## src/rtl/sddr_pkg.sv

```systemverilog
// rtl/sddr_pkg.sv - shared DDR geometry, line-buffer states and byte-merge helper
`timescale 1ns/1ps
package sddr_pkg;

  localparam int DDR_BANK_BITS    = 3;
  localparam int DDR_ROW_BITS     = 13;
  localparam int DDR_COL_BITS     = 10;
  localparam int DDR_DATA_BITS    = 16;
  localparam int DDR_BURST_LENGTH = 8;

  localparam int ADDRESS_BITS = DDR_BANK_BITS + DDR_ROW_BITS + DDR_COL_BITS + $clog2(DDR_DATA_BITS / 8);
  localparam int LINE_BITS    = DDR_BURST_LENGTH * DDR_DATA_BITS;
  localparam int OFS_BITS     = $clog2(LINE_BITS / 8);

  typedef enum logic [2:0] {
    ST_IDLE,
    ST_WB_REQ,
    ST_WB_WAIT,
    ST_FILL_REQ,
    ST_FILL_WAIT,
    ST_RESPOND
  } state_e;

  function automatic logic [LINE_BITS-1:0] merge_word(
    input logic [LINE_BITS-1:0]  line,
    input logic [OFS_BITS-3:0]   word_idx,
    input logic [31:0]           wdata,
    input logic [3:0]            be
  );
    logic [LINE_BITS-1:0] merged;
    merged = line;
    for (int b = 0; b < 4; b++) begin
      if (be[b]) merged[32*int'(word_idx) + 8*b +: 8] = wdata[8*b +: 8];
    end
    return merged;
  endfunction

endpackage

```

## src/rtl/sddr_line_buffer.sv

```systemverilog
// rtl/sddr_line_buffer.sv - single-line write-back buffer between CPU word port and DDR bursts
`timescale 1ns/1ps
module sddr_line_buffer #(
  parameter int BANK_BITS    = 3,
  parameter int ROW_BITS     = 13,
  parameter int COL_BITS     = 10,
  parameter int DATA_BITS    = 16,
  parameter int BURST_LENGTH = 8,
  localparam int ADDRESS_BITS = BANK_BITS + ROW_BITS + COL_BITS + $clog2(DATA_BITS / 8),
  localparam int LINE_BITS    = BURST_LENGTH * DATA_BITS,
  localparam int OFS_BITS     = $clog2(LINE_BITS / 8)
) (
  input  logic                    cpu_clock_i,
  input  logic                    reset_i,
  input  logic                    cpu_req_valid_i,
  output logic                    cpu_req_ready_o,
  input  logic [ADDRESS_BITS-1:0] cpu_req_addr_i,
  input  logic                    cpu_req_write_i,
  input  logic [31:0]             cpu_req_wdata_i,
  input  logic [3:0]              cpu_req_be_i,
  output logic                    cpu_rsp_valid_o,
  output logic [31:0]             cpu_rsp_rdata_o,
  input  logic                    flush_i,
  output logic                    flush_done_o,
  output logic                    data_cmd_valid_o,
  output logic [ADDRESS_BITS-1:0] data_cmd_address_o,
  output logic                    data_cmd_write_o,
  input  logic                    data_cmd_ack_i,
  output logic [LINE_BITS-1:0]    data_cmd_data_o,
  input  logic                    data_rsp_ready_i,
  input  logic [LINE_BITS-1:0]    data_data_i
);
  import sddr_pkg::*;

  localparam int TAG_BITS = ADDRESS_BITS - OFS_BITS;
  localparam int IDX_BITS = OFS_BITS - 2;

  state_e               state_q, state_d;
  logic [LINE_BITS-1:0] line_q;
  logic [TAG_BITS-1:0]  tag_q, req_tag_q;
  logic [IDX_BITS-1:0]  req_idx_q;
  logic                 valid_q, dirty_q, flushing_q, flush_done_q;
  logic                 req_write_q;
  logic [31:0]          req_wdata_q;
  logic [3:0]           req_be_q;

  logic [TAG_BITS-1:0]  cpu_tag;
  logic [IDX_BITS-1:0]  cpu_idx;
  logic                 hit;
  logic                 addr_unused;

  assign cpu_tag     = cpu_req_addr_i[ADDRESS_BITS-1:OFS_BITS];
  assign cpu_idx     = cpu_req_addr_i[OFS_BITS-1:2];
  assign hit         = valid_q && (cpu_tag == tag_q);
  assign addr_unused = ^cpu_req_addr_i[1:0];

  assign flush_done_o    = flush_done_q;
  assign data_cmd_data_o = line_q;

  always_comb begin
    state_d            = state_q;
    cpu_req_ready_o    = 1'b0;
    cpu_rsp_valid_o    = 1'b0;
    cpu_rsp_rdata_o    = '0;
    data_cmd_valid_o   = 1'b0;
    data_cmd_address_o = '0;
    data_cmd_write_o   = 1'b0;
    case (state_q)
      ST_IDLE: begin
        cpu_req_ready_o = !flush_i;
        if (flush_i) begin
          if (valid_q && dirty_q) state_d = ST_WB_REQ;
        end else if (cpu_req_valid_i) begin
          if (hit)                     state_d = ST_RESPOND;
          else if (valid_q && dirty_q) state_d = ST_WB_REQ;
          else                         state_d = ST_FILL_REQ;
        end
      end
      ST_WB_REQ: begin
        data_cmd_valid_o   = 1'b1;
        data_cmd_write_o   = 1'b1;
        data_cmd_address_o = {tag_q, {OFS_BITS{1'b0}}};
        if (data_cmd_ack_i) state_d = ST_WB_WAIT;
      end
      ST_WB_WAIT: begin
        if (data_rsp_ready_i) state_d = flushing_q ? ST_IDLE : ST_FILL_REQ;
      end
      ST_FILL_REQ: begin
        data_cmd_valid_o   = 1'b1;
        data_cmd_address_o = {req_tag_q, {OFS_BITS{1'b0}}};
        if (data_cmd_ack_i) state_d = ST_FILL_WAIT;
      end
      ST_FILL_WAIT: begin
        if (data_rsp_ready_i) state_d = ST_RESPOND;
      end
      ST_RESPOND: begin
        cpu_rsp_valid_o = 1'b1;
        cpu_rsp_rdata_o = line_q[32*int'(req_idx_q) +: 32];
        state_d         = ST_IDLE;
      end
      default: state_d = ST_IDLE;
    endcase
  end

  always_ff @(posedge cpu_clock_i) begin
    if (reset_i) begin
      state_q      <= ST_IDLE;
      line_q       <= '0;
      tag_q        <= '0;
      valid_q      <= 1'b0;
      dirty_q      <= 1'b0;
      flushing_q   <= 1'b0;
      flush_done_q <= 1'b0;
      req_tag_q    <= '0;
      req_idx_q    <= '0;
      req_write_q  <= 1'b0;
      req_wdata_q  <= '0;
      req_be_q     <= '0;
    end else begin
      state_q      <= state_d;
      flush_done_q <= 1'b0;
      case (state_q)
        ST_IDLE: begin
          if (flush_i) begin
            // A clean flush completes here; a dirty one finishes after its writeback.
            flushing_q <= valid_q && dirty_q;
            if (!(valid_q && dirty_q)) begin
              valid_q      <= 1'b0;
              dirty_q      <= 1'b0;
              flush_done_q <= 1'b1;
            end
          end else if (cpu_req_valid_i) begin
            req_tag_q   <= cpu_tag;
            req_idx_q   <= cpu_idx;
            req_write_q <= cpu_req_write_i;
            req_wdata_q <= cpu_req_wdata_i;
            req_be_q    <= cpu_req_be_i;
            if (hit && cpu_req_write_i) begin
              line_q <= merge_word(line_q, cpu_idx, cpu_req_wdata_i, cpu_req_be_i);
              if (|cpu_req_be_i) dirty_q <= 1'b1;
            end
          end
        end
        ST_WB_WAIT: begin
          if (data_rsp_ready_i && flushing_q) begin
            valid_q      <= 1'b0;
            dirty_q      <= 1'b0;
            flushing_q   <= 1'b0;
            flush_done_q <= 1'b1;
          end
        end
        ST_FILL_WAIT: begin
          if (data_rsp_ready_i) begin
            // Write-allocate: the pending store lands on the freshly filled line.
            line_q  <= req_write_q ? merge_word(data_data_i, req_idx_q, req_wdata_q, req_be_q)
                                   : data_data_i;
            tag_q   <= req_tag_q;
            valid_q <= 1'b1;
            dirty_q <= req_write_q && (|req_be_q);
          end
        end
        default: ;
      endcase
    end
  end

endmodule

```

## config.mk

```make
export PLATFORM = sky130hd
export DESIGN_NAME = sddr_line_buffer
export DESIGN_NICKNAME = d
export VERILOG_FILES = /design/src/rtl/sddr_pkg.sv /design/src/rtl/sddr_line_buffer.sv
export SDC_FILE = /design/constraint.sdc
export NUM_CORES = 1
export LEC_CHECK = 0
export ABC_AREA = 1
export ABC_CLOCK_PERIOD_IN_PS = 3400
export BUFFER_PORTS_ARGS = -buffer_cell sky130_fd_sc_hd__buf_2
export CAP_MARGIN = 25
export CORE_AREA = 2 2 213 131
export CTS_BUF_LIST = sky130_fd_sc_hd__clkbuf_8
export DETAILED_ROUTE_END_ITERATION = 6
export DIE_AREA = 0 0 215 133
export HOLD_SLACK_MARGIN = 0.02
export PLACE_DENSITY = 0.91
export SLEW_MARGIN = 10
export SYNTH_ARGS = -nofsm -noshare
export SYNTH_HDL_FRONTEND = slang
export SYNTH_SLANG_ARGS = --single-unit
```

## constraint.sdc

```tcl
create_clock -name cpu_clock_i -period 3.4 [get_ports cpu_clock_i]
set_input_delay 0.68 -clock cpu_clock_i [delete_from_list [all_inputs] [get_ports cpu_clock_i]]
set_output_delay 0.68 -clock cpu_clock_i [all_outputs]
set_load 0.005 [all_outputs]
```

==> results of run 1 <==
[synthesized netlist by cell type (all sizes together)]
cell | instances | area share
nand3b | 1 | 0.00052
o211ai | 1 | 0.00052
and3 | 1 | 0.00043
nor4 | 4 | 0.0017
nand4 | 45 | 0.020
clkinv | 5 | 0.0013
a31oi | 7 | 0.0030
conb | 1 | 0.00026
nor3b | 2 | 0.0010
a2111oi | 1 | 0.00061
nand2 | 309 | 0.082
clkbuf | 99 | 0.026
or2 | 11 | 0.0048
a32oi | 16 | 0.0097
o22ai | 1 | 0.00043
o22a | 1 | 0.00061
dfxtp | 220 | 0.31
o21ai | 350 | 0.12
o31ai | 9 | 0.0047
buf | 85 | 0.050
a22oi | 60 | 0.031
nor3 | 50 | 0.019
nand3 | 166 | 0.058
xnor2 | 7 | 0.0043
inv | 109 | 0.029
a211oi | 1 | 0.00052
a21oi | 333 | 0.12
a21boi | 2 | 0.0010
nor2 | 368 | 0.099
ha | 10 | 0.0087
[state kept, by name (all words and copies together) (netlist names)]
| name | cells |
|---|---|
| tag_q | 23 |
| req_wdata_q | 32 |
| req_idx_q | 2 |
| req_be_q | 4 |
| flushing_q | 1 |
| dirty_q | 1 |
| data_cmd_data_o | 128 |
| req_tag_q | 23 |
| req_write_q | 1 |
| flush_done_o | 1 |
| state_q | 3 |
| valid_q | 1 |
[worst min path at each step]
| stage | end | slack [ps] | cells past startpoint |
|---|---|---|---|
| after floorplan | tag_q[13] | 440 | 2 |
| after global placement | tag_q[4] | 460 | 2 |
| after detailed placement | tag_q[17] | 470 | 2 |
| after CTS | req_tag_q[21] | 370 | 3 |
| after global routing | state_q[2] | 390 | 2 |
| final | req_tag_q[21] | 390 | 3 |
[logic make-up (layout without fill, tap and decap cells)]
family	after synthesis	after routing	share of synthesized area
XOR/XNOR	7	7	0.004251
other	1	15	0.0002600
adder cells (fa/ha/maj)	10	10	0.008675
flip-flops	220	220	0.3054
AO/OA/AOI/OAI	782	782	0.2894
AND/OR/NAND/NOR	957	957	0.2865
buffers and inverters	298	614	0.1055
[worst min-delay path: stages]
cell and delay [ps]:
buf_2 110, inv_2 50, a21oi_1 50
[metal layers]
layer	wire (um)	up-vias
li1	-	8429
met1	24420	8425
met2	26410	1195
met3	6830	247
met4	3578	6
met5	34	-
[metrics by stage]
step | area [um^2] | std cells
after detailed placement | 16240 | 2902
after CTS | 16940 | 2960
after global placement | 16240 | 2902
after global routing | 16970 | 2971
final | 16980 | 2972
after floorplan | 14430 | 2278
[cell type report]
class / count / area [um^2] / area share
clock inverter: 16 / 126.4 / 0.007445
clock buffer: 42 / 578.1 / 0.03405
multi-input combinational: 1760 / 8517 / 0.5017
antenna: 11 / 27.53 / 0.001622
tap: 367 / 459.2 / 0.02705
inverter: 114 / 436.7 / 0.02572
timing repair buffer: 442 / 2422 / 0.1427
sequential: 220 / 4408 / 0.2597
[where the power goes]
| group | switching, W | internal [W] | leakage, nW |
|---|---|---|---|
| registers | 0.000213 | 0.00278 | 1.78 |
| logic | 0.00169 | 0.000636 | 5.01 |
| clock network | 0.00115 | 0.00127 | 0.393 |
| total | 0.00305 | 0.00469 | 7.19 |
==> metrics.md, run 1 <==
| Metric | Value |
|---|---|
| Setup-failing EPs final | `0` |
| DR WL/cell | `20.62 um` |
| WP buf/inv | `4` |
| Power per Cell Area | `455.8 nW/um^2` |
| Met1 GRT Util | `0.5252` |
| CP peak stage delay | `600 ps` |
| Setup_tns | `0 ps` |
| Number of buffers created by CTS | `36` |
| Final wirelength | `61280 um` |
| Die Wd | `215 um` |
| Hold slack | `388.3 ps` |
| Hold path startpoint | `cpu_req_addr_i[25]` |
| Clock sink total | `220` |
| Max Slew Vio Count | `0` |
| Hold WC Path Type | `in -> reg` |
| #FFs+latches synth | `220` |
| Mapped cell area | `14420 um^2` |
| Slew @ Worst Pin | `1035 ps` |
| CP Launch Type | `flop` |
| Via Count | `18300` |
| Worst-path fanout max | `32` |
| Final Wtd Congestion | `1.028` |
| CP Cell Sequence | `inv_1 > nor3_1 > inv_1 > buf_4 > a21oi_1 > buf_2` |
| Status | `completed` |
| Clock root cell | `clkbuf_8` |
| Layout cells sized above 1 | `0.2105` |
| Largest net degree at the start of global routing | `118` |
| M3 GR Usage | `0.1021` |
| R2R Setup Slk | `460 ps` |
| DR iter-0 viols | `2672` |
| Area Growth Syn to Fin | `17.70%` |
| Period Utilization, post-route | `0.9326` |
| Most used routing layer | `met2` |
| Number of port buffers | `383` |
| Pre-Repair DR Iteration Count | `6` |
| Antenna violations before repair | `15` |
| Worst vdd ir | `0.2922 mV` |
| Post-DP HPWL | `44830 um` |
| Row count | `47` |
| RSZ-0062 raised after global routing | `false` |
| Vias in the first global route | `16950` |
| Register area share after synthesis | `0.3054` |
| Clk_skew | `49.56 ps` |
| Relative max-transition margin | `0.3048` |
| Avg Vias per Cell | `6.158` |
| Static Leak | `7.186 nW` |
| Post-Place Setup Slack | `473.4 ps` |
| Most common cell after layout, fill and taps aside | `buf_2` |
| Crit-path leading delay family | `buffers and inverters` |
| CTS clk-pin slew, worst paths | `60 ps` |
| Critical Path AT | `2490 ps` |
| Die ar. | `28600 um^2` |
| Syn avg cell area | `6.340 um^2` |
| R2R cell count | `10` |
| Total GRT Usage | `0.4101` |
| # nets final | `2782` |
| CTS tree | `yes` |
| Synth Warn # | `0` |
| Worst path slowest cell | `nor3_1` |
| R2r startpoint | `req_idx_q[1]` |
| Final hold violations | `0` |
| CP endpoint kind | `primary output` |
| PnR worst setup slack | `229.3 ps` |
| Worst Path Required | `2720 ps` |
| Fillers | `2592` |
| Most used cell, CP | `inv_1` |
| Post-route DRC | `0` |
| Max frequency | `315.4 MHz` |
| Max-Cap Viols | `0` |
| Final Power | `0.007737 W` |
| Gr ovfl total | `0` |
| Synth Instances | `2275` |
| Most frequent cells in the layout | `buf_2 (383), nor2_1 (361), a21oi_1 (333)` |
| Core area | `26930 um^2` |
| CP startpoint | `state_q[2]` |
| CTS max path bufs | `3` |
| Initial Util | `0.5355` |
| H-tree levels | `2` |
| End point of the critical path | `cpu_rsp_rdata_o[5]` |
| First-pass GRT wire length | `92870 um` |
| Distinct cells, synth | `46` |
| Post-CTS setup repair buffer count | `0` |
| Final min period | `3171 ps` |
| Detail Route Antenna Nets | `0` |
| CTS Hold Buffers Added | `0` |
| Post-layout util | `0.6303` |
| Die H | `133 um` |
| Reg2reg end | `data_cmd_data_o[47]` |
| Clock latency on the worst-skew pair | `570 ps` |
| Num ports | `390` |
| Critical path class | `reg -> out` |
| Post-CTS sizing | `0` |
| Cell depth of the worst setup path | `6` |
| Met2 Resource Use GR | `0.6311` |
Note: power is estimated with default switching activity, not from simulation.
==> run 2: changes to the inputs <==
==> constraint.sdc (replaced) <==
create_clock -name cpu_clock_i -period 3.4 [get_ports cpu_clock_i]
set_input_delay 0.34 -clock cpu_clock_i [delete_from_list [all_inputs] [get_ports cpu_clock_i]]
set_output_delay 0.34 -clock cpu_clock_i [all_outputs]
set_load 0.005 [all_outputs]
==> run 2 against run 1 <==
Compared with the run above:
- hold slack got worse by 350 ps
- worst setup slack got worse by 53 ps
- power increased by 1.7%
- fmax decreased by 1.7%
- critical path depth decreased by 1
- global-route usage increased by 0.62 points
- final area increased by 0.13%
- via count increased by 0.56%
- the run now ends with design-rule violations left
- sequential power about the same
- core utilization increased by 0.084 points
- non-clock buffer count decreased by 6
- die area unchanged
==> metrics.md, run 2 (same netlist as run 1, synthesis figures left out) <==
| Metric | Value |
|---|---|
| Row count | `47 (unchanged)` |
| Worst-path fanout max | `102 (was 32)` |
| Number of buffers created by CTS | `37 (was 36)` |
| Clock root cell | `clkbuf_8 (unchanged)` |
| Violated checks | `design-rule violations` |
| Clk_skew | `15.01 ps (was 49.56 ps)` |
| CTS max path bufs | `3 (unchanged)` |
| Pre-Repair DR Iteration Count | `7 (was 6)` |
| Final hold violations | `0 (unchanged)` |
| Finished Cell Area | `17000 um^2 (was 16980 um^2)` |
| Most common cell after layout, fill and taps aside | `buf_2 (unchanged)` |
| # nets final | `2777 (was 2782)` |
| Core area | `26930 um^2 (unchanged)` |
| Status | `finished, violations left (was completed)` |
| Post-DP HPWL | `44530 um (was 44830 um)` |
| Die ar. | `28600 um^2 (unchanged)` |
| Number of port buffers | `383 (unchanged)` |
| Power per Cell Area | `462.9 nW/um^2 (was 455.8 nW/um^2)` |
| Post-route DRC | `1 (was 0)` |
| Most frequent cells in the layout | `buf_2 (383), nor2_1 (361), a21oi_1 (333) (unchanged)` |
| Num ports | `390 (unchanged)` |
| Via Count | `18410 (was 18300)` |
| Initial Util | `0.5355 (unchanged)` |
| H-tree levels | `2 (unchanged)` |
| Die H | `133 um (unchanged)` |
| Slew @ Worst Pin | `1131 ps (was 1035 ps)` |
| Detail Route Antenna Nets | `0 (unchanged)` |
| DR iter-0 viols | `2806 (was 2672)` |
| Worst Path Required | `3060 ps (was 2720 ps)` |
| Critical path class | `reg -> out (unchanged)` |
| Die Wd | `215 um (unchanged)` |
| PnR worst setup slack | `175.8 ps (was 229.3 ps)` |
| RSZ-0062 raised after global routing | `false (unchanged)` |
| CP endpoint kind | `primary output (unchanged)` |
| Post-Place Setup Slack | `537.4 ps (was 473.4 ps)` |
| Largest net degree at the start of global routing | `103 (was 118)` |
| Hold WC Path Type | `in -> reg (unchanged)` |
| Clock sink total | `220 (unchanged)` |
| Setup-failing EPs final | `0 (unchanged)` |
| Setup_tns | `0 ps (unchanged)` |
| CP Launch Type | `flop (unchanged)` |
| Final min period | `3224 ps (was 3171 ps)` |
| Post-CTS setup repair buffer count | `0 (unchanged)` |
| CTS clk-pin slew, worst paths | `70 ps (was 60 ps)` |
| DR WL/cell | `20.93 um (was 20.62 um)` |
| CTS tree | `yes (unchanged)` |
| Total GRT Usage | `0.4164 (was 0.4101)` |
| Avg Vias per Cell | `6.199 (was 6.158)` |
| Post-CTS sizing | `0 (unchanged)` |
| Antenna violations before repair | `9 (was 15)` |
| Final Wtd Congestion | `1.027 (was 1.028)` |
| Gr ovfl total | `0 (unchanged)` |
| Final wirelength | `62150 um (was 61280 um)` |
| Max frequency | `310.2 MHz (was 315.4 MHz)` |
| Clock latency on the worst-skew pair | `560 ps (was 570 ps)` |
| Fillers | `2573 (was 2592)` |
| Max Slew Vio Count | `0 (unchanged)` |
| Critical Path AT | `2880 ps (was 2490 ps)` |
| Period Utilization, post-route | `0.9483 (was 0.9326)` |
| CTS Hold Buffers Added | `0 (unchanged)` |
| Relative max-transition margin | `0.2405 (was 0.3048)` |
| First-pass GRT wire length | `94220 um (was 92870 um)` |
| Layout cells sized above 1 | `0.2099 (was 0.2105)` |
| Placed Area | `16190 um^2 (was 16240 um^2)` |
| Vias in the first global route | `16560 (was 16950)` |
| Static Leak | `7.203 nW (was 7.186 nW)` |
| Largest register FFs | `128 (unchanged)` |
| Worst vdd ir | `0.2490 mV (was 0.2922 mV)` |
| Max-Cap Viols | `0 (unchanged)` |
| Area Growth Syn to Fin | `17.85% (was 17.70%)` |
## run 2: changes by cell type in the layout (fill, tap and decap cells not counted), sizes merged
cell and delta:
diode -5, clkbuf +4, clkinvlp +2, inv +2, buf -6
## run 2: power breakdown
group	switching (W)	internal (W)	total, W	leakage (nW)
Combinational	0.00171	0.000626	0.00233	4.99
Clock	0.00118	0.00138	0.00256	0.434
Sequential	0.000200	0.00278	0.00298	1.78
## run 2: critical path, cell delays in order (launching register included)
cell     delay (ps)
dfxtp_4         360
inv_2           290
buf_4           880
o21ai_0         230
a21oi_1         320
buf_2           180
## run 2: final cells by class
class / count / area, um^2 / area share
Inverter: 114 / 436.7 / 0.02569
Multi-Input combinational cell: 1760 / 8517 / 0.5011
Antenna cell: 6 / 15.01 / 0.0008833
Sequential cell: 220 / 4408 / 0.2593
Tap cell: 367 / 459.2 / 0.02701
Clock buffer: 46 / 633.1 / 0.03725
Clock inverter: 20 / 143.9 / 0.008465
Timing Repair Buffer: 436 / 2385 / 0.1403
## run 2: stage by stage
step | power [W] | cells | utilization | hold slack [ps]
4_1_cts | 0.007744 | 2962 | 0.6300 | 28.51
3_3_place_gp | 0.005179 | 2896 | 0.6011 | 456.2
2_1_floorplan | 0.004510 | 2278 | - | 409.1
5_1_grt | 0.008191 | 2967 | 0.6309 | 38.58
6_report | 0.007869 | 2969 | 0.6311 | 33.98
3_5_place_dp | 0.005230 | 2896 | 0.6011 | 467.9
## run 2: metal layers
layer,wire [um],track usage
met1,24230,0.5374
met3,7342,0.1053
met5,46,0
met2,27330,0.6516
met4,3202,0.2042
## run 2: final timing paths
check | endpoint | cells after the start | slack, ps | from
hold reg to reg | tag_q[5] | 2 | 480 | tag_q[5]
setup / recovery | cpu_rsp_rdata_o[4] | 5 | 180 | req_idx_q[0]
setup reg to reg | data_cmd_data_o[47] | 10 | 550 | req_idx_q[1]
hold / removal | state_q[1] | 2 | 30 | reset_i
